**src/rtl/a2s_rd_arbiter.sv**
```systemverilog
// Round-robin arbiter sharing one AXI read channel (AR + R) between two A2S
// stream channels; returned R beats are steered into the owning channel's buffer.
module a2s_rd_arbiter #(
  parameter int BURST_LEN = 16
) (
  input  logic        AXI_clk,
  input  logic        rst_n,
  input  logic [1:0]  req_valid,
  input  logic [31:0] req_addr0,
  input  logic [31:0] req_addr1,
  output logic [1:0]  req_ready,
  output logic [1:0]  req_done,
  output logic [1:0]  req_err,
  output logic [1:0]  wr_en,
  output logic [3:0]  wr_addr,
  output logic [31:0] AXI_raddr,
  output logic [3:0]  AXI_arlen,
  output logic        AXI_arvalid,
  input  logic        AXI_arready,
  input  logic        AXI_rvalid,
  output logic        AXI_rready,
  input  logic        AXI_rlast
);

  localparam logic [3:0] LAST_BEAT = 4'(BURST_LEN - 1);

  typedef enum logic [1:0] {
    IDLE = 2'd0,
    ADDR = 2'd1,
    DATA = 2'd2
  } state_t;

  state_t      state_r, state_s;
  logic        ptr_r, ptr_s;
  logic        owner_r, owner_s;
  logic [3:0]  cnt_r, cnt_s;
  logic [31:0] raddr_r, raddr_s;
  logic        arvalid_r, arvalid_s;
  logic        rready_r, rready_s;
  logic [1:0]  ready_r, ready_s;
  logic [1:0]  done_r, done_s;
  logic [1:0]  err_r, err_s;
  logic        grant_s;
  logic        beat_s;
  logic        at_last_s;

  function automatic logic [1:0] ch_sel(input logic ch);
    return ch ? 2'b10 : 2'b01;
  endfunction

  assign beat_s    = AXI_rvalid & rready_r;
  assign at_last_s = (cnt_r == LAST_BEAT);

  // Winner of the current arbitration: on a tie the channel that did not win last time.
  always_comb begin
    grant_s = 1'b0;
    if (req_valid == 2'b11) begin
      grant_s = ~ptr_r;
    end else begin
      grant_s = req_valid[1];
    end
  end

  // Next-state and next-register values for the IDLE/ADDR/DATA sequence.
  always_comb begin
    state_s   = state_r;
    ptr_s     = ptr_r;
    owner_s   = owner_r;
    cnt_s     = cnt_r;
    raddr_s   = raddr_r;
    arvalid_s = arvalid_r;
    rready_s  = rready_r;
    ready_s   = 2'b00;
    done_s    = 2'b00;
    err_s     = 2'b00;
    case (state_r)
      IDLE: begin
        if (req_valid != 2'b00) begin
          ptr_s     = grant_s;
          owner_s   = grant_s;
          raddr_s   = (grant_s ? req_addr1 : req_addr0) & 32'hFFFF_FFFC;
          arvalid_s = 1'b1;
          ready_s   = ch_sel(grant_s);
          state_s   = ADDR;
        end else begin
          state_s = IDLE;
        end
      end
      ADDR: begin
        if (arvalid_r && AXI_arready) begin
          arvalid_s = 1'b0;
          rready_s  = 1'b1;
          cnt_s     = 4'd0;
          state_s   = DATA;
        end else begin
          state_s = ADDR;
        end
      end
      DATA: begin
        if (beat_s) begin
          cnt_s = cnt_r + 4'd1;
          // A full burst or an early rlast both close the burst; only a clean rlast on the final beat is error-free.
          if (at_last_s || AXI_rlast) begin
            rready_s = 1'b0;
            done_s   = ch_sel(owner_r);
            err_s    = (at_last_s && AXI_rlast) ? 2'b00 : ch_sel(owner_r);
            state_s  = IDLE;
          end else begin
            state_s = DATA;
          end
        end else begin
          state_s = DATA;
        end
      end
      default: begin
        state_s = IDLE;
      end
    endcase
  end

  // FSM state register.
  always_ff @(posedge AXI_clk or negedge rst_n) begin
    if (!rst_n) begin
      state_r <= IDLE;
    end else begin
      state_r <= state_s;
    end
  end

  // Arbitration pointer, burst bookkeeping and registered AXI/handshake outputs.
  always_ff @(posedge AXI_clk or negedge rst_n) begin
    if (!rst_n) begin
      ptr_r     <= 1'b1;
      owner_r   <= 1'b0;
      cnt_r     <= 4'd0;
      raddr_r   <= 32'd0;
      arvalid_r <= 1'b0;
      rready_r  <= 1'b0;
      ready_r   <= 2'b00;
      done_r    <= 2'b00;
      err_r     <= 2'b00;
    end else begin
      ptr_r     <= ptr_s;
      owner_r   <= owner_s;
      cnt_r     <= cnt_s;
      raddr_r   <= raddr_s;
      arvalid_r <= arvalid_s;
      rready_r  <= rready_s;
      ready_r   <= ready_s;
      done_r    <= done_s;
      err_r     <= err_s;
    end
  end

  assign req_ready   = ready_r;
  assign req_done    = done_r;
  assign req_err     = err_r;
  assign wr_en       = beat_s ? ch_sel(owner_r) : 2'b00;
  assign wr_addr     = cnt_r;
  assign AXI_raddr   = raddr_r;
  assign AXI_arlen   = LAST_BEAT;
  assign AXI_arvalid = arvalid_r;
  assign AXI_rready  = rready_r;

endmodule
```
**config.mk**
```make
export PLATFORM = sky130hd
export DESIGN_NAME = a2s_rd_arbiter
export DESIGN_NICKNAME = d
export VERILOG_FILES = /design/src/rtl/a2s_rd_arbiter.sv
export SDC_FILE = /design/constraint.sdc
export NUM_CORES = 1
export LEC_CHECK = 0
export CAP_MARGIN = 20
export CORE_ASPECT_RATIO = 1.5
export CORE_MARGIN = 2
export CORE_UTILIZATION = 36
export CTS_CLUSTER_SIZE = 30
export DETAILED_ROUTE_END_ITERATION = 8
export PLACE_DENSITY = 0.77
export SYNTH_ARGS = -nofsm -noshare
export SYNTH_HDL_FRONTEND = slang
export SYNTH_SLANG_ARGS = --single-unit
```
**constraint.sdc**
```tcl
create_clock -name AXI_clk -period 1.6 [get_ports AXI_clk]
set_input_delay 0.48 -clock AXI_clk [delete_from_list [all_inputs] [get_ports AXI_clk]]
set_output_delay 0.48 -clock AXI_clk [all_outputs]
set_load 0.05 [all_outputs]
```
# Yosys cells after proc, flatten, opt, wreduce, memory -nomap -nowiden
# Cells that the tools add are included.
# word_totals
ff_bits	46
input_bits	71
out_inout_bits	50
wordCells	61
# op_classes
add_sub_neg	1
eq_ne	8
n_mux	29
bitwise_logic	2
n_reduce_logical	11
# ops
operator	n
two-way mux 32 bit	1
two-way mux 2 bit	15
two-way mux 4 bit	2
inequality test 2 bit (second input constant)	4
case mux 4 bit (2 select lines)	1
two-way mux 1 bit	7
case mux 2 bit (3 select lines)	1
AND reduction 3 bit	2
nonzero test 2 bit	3
adder 4 x 1 -> 4 bit (second input constant)	1
equality test 2 bit (second input constant)	2
equality test 4 bit (second input constant)	1
case mux 1 bit (2 select lines)	2
AND reduction 4 bit	1
equality test 2 x 1 -> 1 bit (second input constant)	1
logical AND 1 bit	2
zero test 2 bit	1
AND reduction 2 bit	1
AND 1 bit	1
logical OR 1 bit	1
NOT 1 bit	1

# Depth between registers and ports, before layout
# Gate-level depths: netlist of the first run.
# logic_depth
word_depth	6
mapped_depth	4
mapped_depth_nobuf	4

# Least setup slack after synthesis of the first run
# OpenSTA, ideal clock, no wires.
# synth_timing
path_kind	register to output
start	register rready_r (netlist: AXI_rready)
end	output port wr_en[0]
arrival_time_ns	1.438
required_time_ns	1.120
setup_slack_ns	-0.318
stages_incl_launch_ff	3
n_path_buf	0
cell_sequence	dfrtp_1 -> nand2_1 -> nor2_1
# synth_via
elab_chain_cells	2
# synth_lines
element	line_no	rtl
from (decl)	39	logic rready_r, rready_s;
from (signal assigned)	148	rready_r <= rready_s;
AND 1 bit	51	assign beat_s = AXI_rvalid & rready_r;
two-way mux 2 bit	158	assign wr_en = beat_s ? ch_sel(owner_r) : 2'b00;
to (decl)	14	output logic [1:0] wr_en,
# Every way passes these cells.

# Worst setup path after layout of the first run
# layout_timing
start	register ptr_r
end	register raddr_r[4] (netlist: AXI_raddr[4])
# layout_via
elab_chain_cells	3
# layout_lines
element	line_no	rtl
from (decl)	34	logic ptr_r, ptr_s;
from (signal assigned)	143	ptr_r <= ptr_s;
NOT 1 bit	58	grant_s = ~ptr_r;
two-way mux 1 bit	57	if (req_valid == 2'b11) begin
two-way mux 32 bit	81	raddr_s = (grant_s ? req_addr1 : req_addr0) & 32'hFFFF_FFFC;
to (signal assigned)	146	raddr_r <= raddr_s;
to (decl)	37	logic [31:0] raddr_r, raddr_s;
# Every way passes these cells.
# A chain may end at the register's enable or synchronous reset.

==> results of run 1 <==
layout by cell type, fill, tap and decap left out, drive strengths merged, types with 2 or more instances in the layout:
| cell | n |
|---|---|
| buf | 66 |
| clkdlybuf4s50 | 62 |
| mux2 | 60 |
| dfrtp | 45 |
| nand2 | 12 |
| conb | 6 |
| clkbuf | 5 |
| o21ai | 4 |
| nand3 | 3 |
| nand4b | 2 |
| a31oi | 2 |
| nor2b | 2 |
| a21bo | 2 |
| nor3 | 2 |
| nor3b | 2 |
| mux2i | 2 |
| clkinv | 2 |
| dlygate4sd2 | 2 |
| nor2 | 2 |
| and3 | 2 |
timing repair:
action | CTS | global route
setup buffers | 6 | 2
resized for setup | 8 | 1
endpoints found under the setup margin | 33 | 14
cloned | 1 | 0
pin swaps | 2 | 0
hold endpoints to repair | 0 | 0
sequential cells by signal, summed over array words and instances, names as in the netlist:
register     count
wr_addr          4
AXI_raddr       30
state_r          2
ptr_r            1
owner_r          1
AXI_rready       1
req_done         2
req_err          2
req_ready        2
AXI_arvalid      1
metal layers:
| layer | global-route usage (%) | part of all wire [%] |
|---|---|---|
| met5 | 0 | 0 |
| met4 | 5.73 | 1.9 |
| met3 | 3.06 | 4.3 |
| met2 | 32.0 | 58 |
| met1 | 18.2 | 35 |
per-stage QoR:
stage	worst slack [ns]	hold slack, ns	area, sq um	TNS [ns]	instances
6_report	0.000429	0.158	4220	0	369
5_1_grt	-0.0397	0.167	4220	-0.333	369
4_1_cts	-0.00368	0.163	4200	-0.00368	367
3_5_place_dp	-0.764	0.485	3990	-23.69	352
3_3_place_gp	-0.731	0.485	3990	-22.57	352
2_1_floorplan	-0.0137	0.184	2320	-0.0137	167
worst max-delay path by stage:
| stage | from | endpoint | slack, ns | cells past startpoint |
|---|---|---|---|---|
| 2_1_floorplan | AXI_rready | wr_en[0] | -0.01 | 2 |
| 3_3_place_gp | req_valid[0] | AXI_raddr[26] | -0.73 | 4 |
| 3_5_place_dp | req_valid[0] | AXI_raddr[27] | -0.76 | 4 |
| 4_1_cts | ptr_r | AXI_raddr[4] | -0.004 | 4 |
| 5_1_grt | ptr_r | AXI_raddr[4] | -0.04 | 4 |
| 6_report | ptr_r | AXI_raddr[4] | 0.0004 | 4 |
area by class of cell:
class                           count  area [sq um]  area share [%]
Timing Repair Buffer              131          1750            41.6
Clock inverter                      3          40.0           0.949
Multi-Input combinational cell    110          1110            26.3
Sequential cell                    46          1150            27.4
Clock buffer                        5          68.8            1.63
Tap cell                           74          92.6            2.20
logic make-up (layout without fill, tap and decap cells):
group	count (synthesis)	in the layout	synth area share, %
buffers and inverters	12	139	4.08
other	2	6	0.327
AND/OR/NAND/NOR	30	30	6.91
XOR/XNOR	1	1	0.381
multiplexers	62	62	34.8
adder cells (fa/ha/maj)	1	1	0.544
AO/OA/AOI/OAI	9	10	2.83
flip-flops	46	46	50.1
worst max-delay path, delay by kind of cell (launching register included):
family	cells	cell delay [ns]
buffers and inverters	1	0.16
flip-flops	1	0.58
AO/OA/AOI/OAI	1	0.17
multiplexers	2	0.56
where the power goes:
group	switching, W	internal, W	total, W	leakage, nW
Clock	0.000382	0.000460	0.000842	0.0579
Sequential	0.000571	0.00169	0.00227	0.554
Combinational	0.00262	0.00294	0.00556	1.32
Total	0.00357	0.00510	0.00867	1.93
==> run summary, run 1 <==
### Floorplanning
* starting density of the core: 37.2%
* Die ar.: 7060 sq um
* core area: 6170 sq um
* chip width: 69.3 um
* number of top-level pins: 121
* Vert. Die Dim: 102 um
* number of placement rows: 35

### Routing
* residual antenna-violating net count after detailed routing: 0
* via count: 1,780
* number of detailed-route iterations in the first pass: 4
* number of vias per cell after detailed routing: 4.82
* residual DRC count: 0
* routed wirelength normalized by instance count: 15.4 um
* aggregate routed wire length: 5.69 mm
* starting DRC count in detailed routing: 73

### Clocking
* count of hold buffers inserted by post-cts repair: 0
* total number of clock tree sinks: 46
* maximum level of the CTS H-tree: 2
* buffer cell driving the clock tree root: clkbuf_8
* Clock Latency Late Sink: 0.29 ns
* TritonCTS clock tree: built
* Worst-path clk slew: 0.08 ns
* CTS buffer count: 5
* Clock Tree Buf Depth: 2

### Power and ir drop
* VDD IR-drop max: 1140 uV
* PD cells: 2060 nW/um^2
* Leakage: 1.93 nW
* Total Power: 0.00867 W

### Synth
* fraction of synthesized cell area taken by the top area cell type: 49.0%
* Synth Flop Type: dfrtp_1
* Mapped Area: 2300 sq um
* Post-Syn Instances: 163
* largest area contributor in the synthesized netlist: dfrtp_1
* synthesized flop and latch total: 46
* Yosys cell types: 28
* number of warnings issued by yosys: 0
* top cell types by occurrence after synthesis: dfrtp_1, mux2_2, mux2_4, nand2_1, buf_4
* top area cells in the synthesized netlist: dfrtp_1, mux2_4, mux2_2, buf_4, nand2_1
* most frequent cell after synthesis: dfrtp_1
* number of synthesized flops with an enable pin: 0
* Async SR Flop Fraction: 100%
* Synth Area per Inst: 14.1 sq um
* sequential share of the synthesized area: 50.1%

### Timing
* count of final setup violators: 0
* Highest Clock Rate: 625 MHz
* post-route fraction of the period consumed by the critical path: 100%
* min Tclk post-route: 1.60 ns
* Final Max Slew Viols: 0
* number of endpoints with negative hold slack in the final report: 0
* RSZ-0062 raised after global routing: true
* Layout Skew: 0.00715 ns

### Cells and area
* P&R area growth vs syn: 83.4%
* total inserted antenna cells: 0
* final net count: 366
* count of filler cells inserted in the layout: 430
* share of the core filled with cells in the final layout: 68.3%
* fraction of layout cells with a size suffix above 1: 48.5%

### Setup path
* start-to-end type of the worst setup path: reg2reg
* Worst Path Required: 1.78 ns
* worst r2r dst: AXI_raddr[4]
* critical path's slowest cell: dfstp_2
* highest cell delay on the worst timing path: 0.58 ns
* setup slack, reg-to-reg: 0.0004 ns
* crit path capture type: flop
* ordered cell list for the critical path: a21bo_4 > buf_12 > mux2_4 > mux2_2
* maximum fanout along the worst path: 12
* Arr. time, crit path: 1.78 ns
* reg-to-reg critical path startpoint: ptr_r
* cells on worst reg2reg path: 4
* startpoint kind of the worst setup timing path: flop

### GRT
* number of antenna violations at the first check in global routing: 0
* global-route wire length before repair: 9.29 mm
* total global routing track utilization: 16.6%
* maximum number of pins on one net before global-route repair: 47
* GRT Residual Overflow: 0
* number of global-route vias before repair: 1,847

### Placed design
* Buffers on Ports: 110
* hpwl dp: 4.32 mm
* RD Place Congestion: 0.720

### Flow run
* maximum capacitance violations: 0

### Status
* run status: complete, no violations

### Hold path
* path category of the worst min-delay check: in2async

Power figures use the tool's default switching activity.
==> inputs of run 2 (changes only) <==
- GPL_ROUTABILITY_DRIVEN: default -> 0
==> results of run 2 <==
No change in the layout: final DEF, timing and power equal those of run 1.
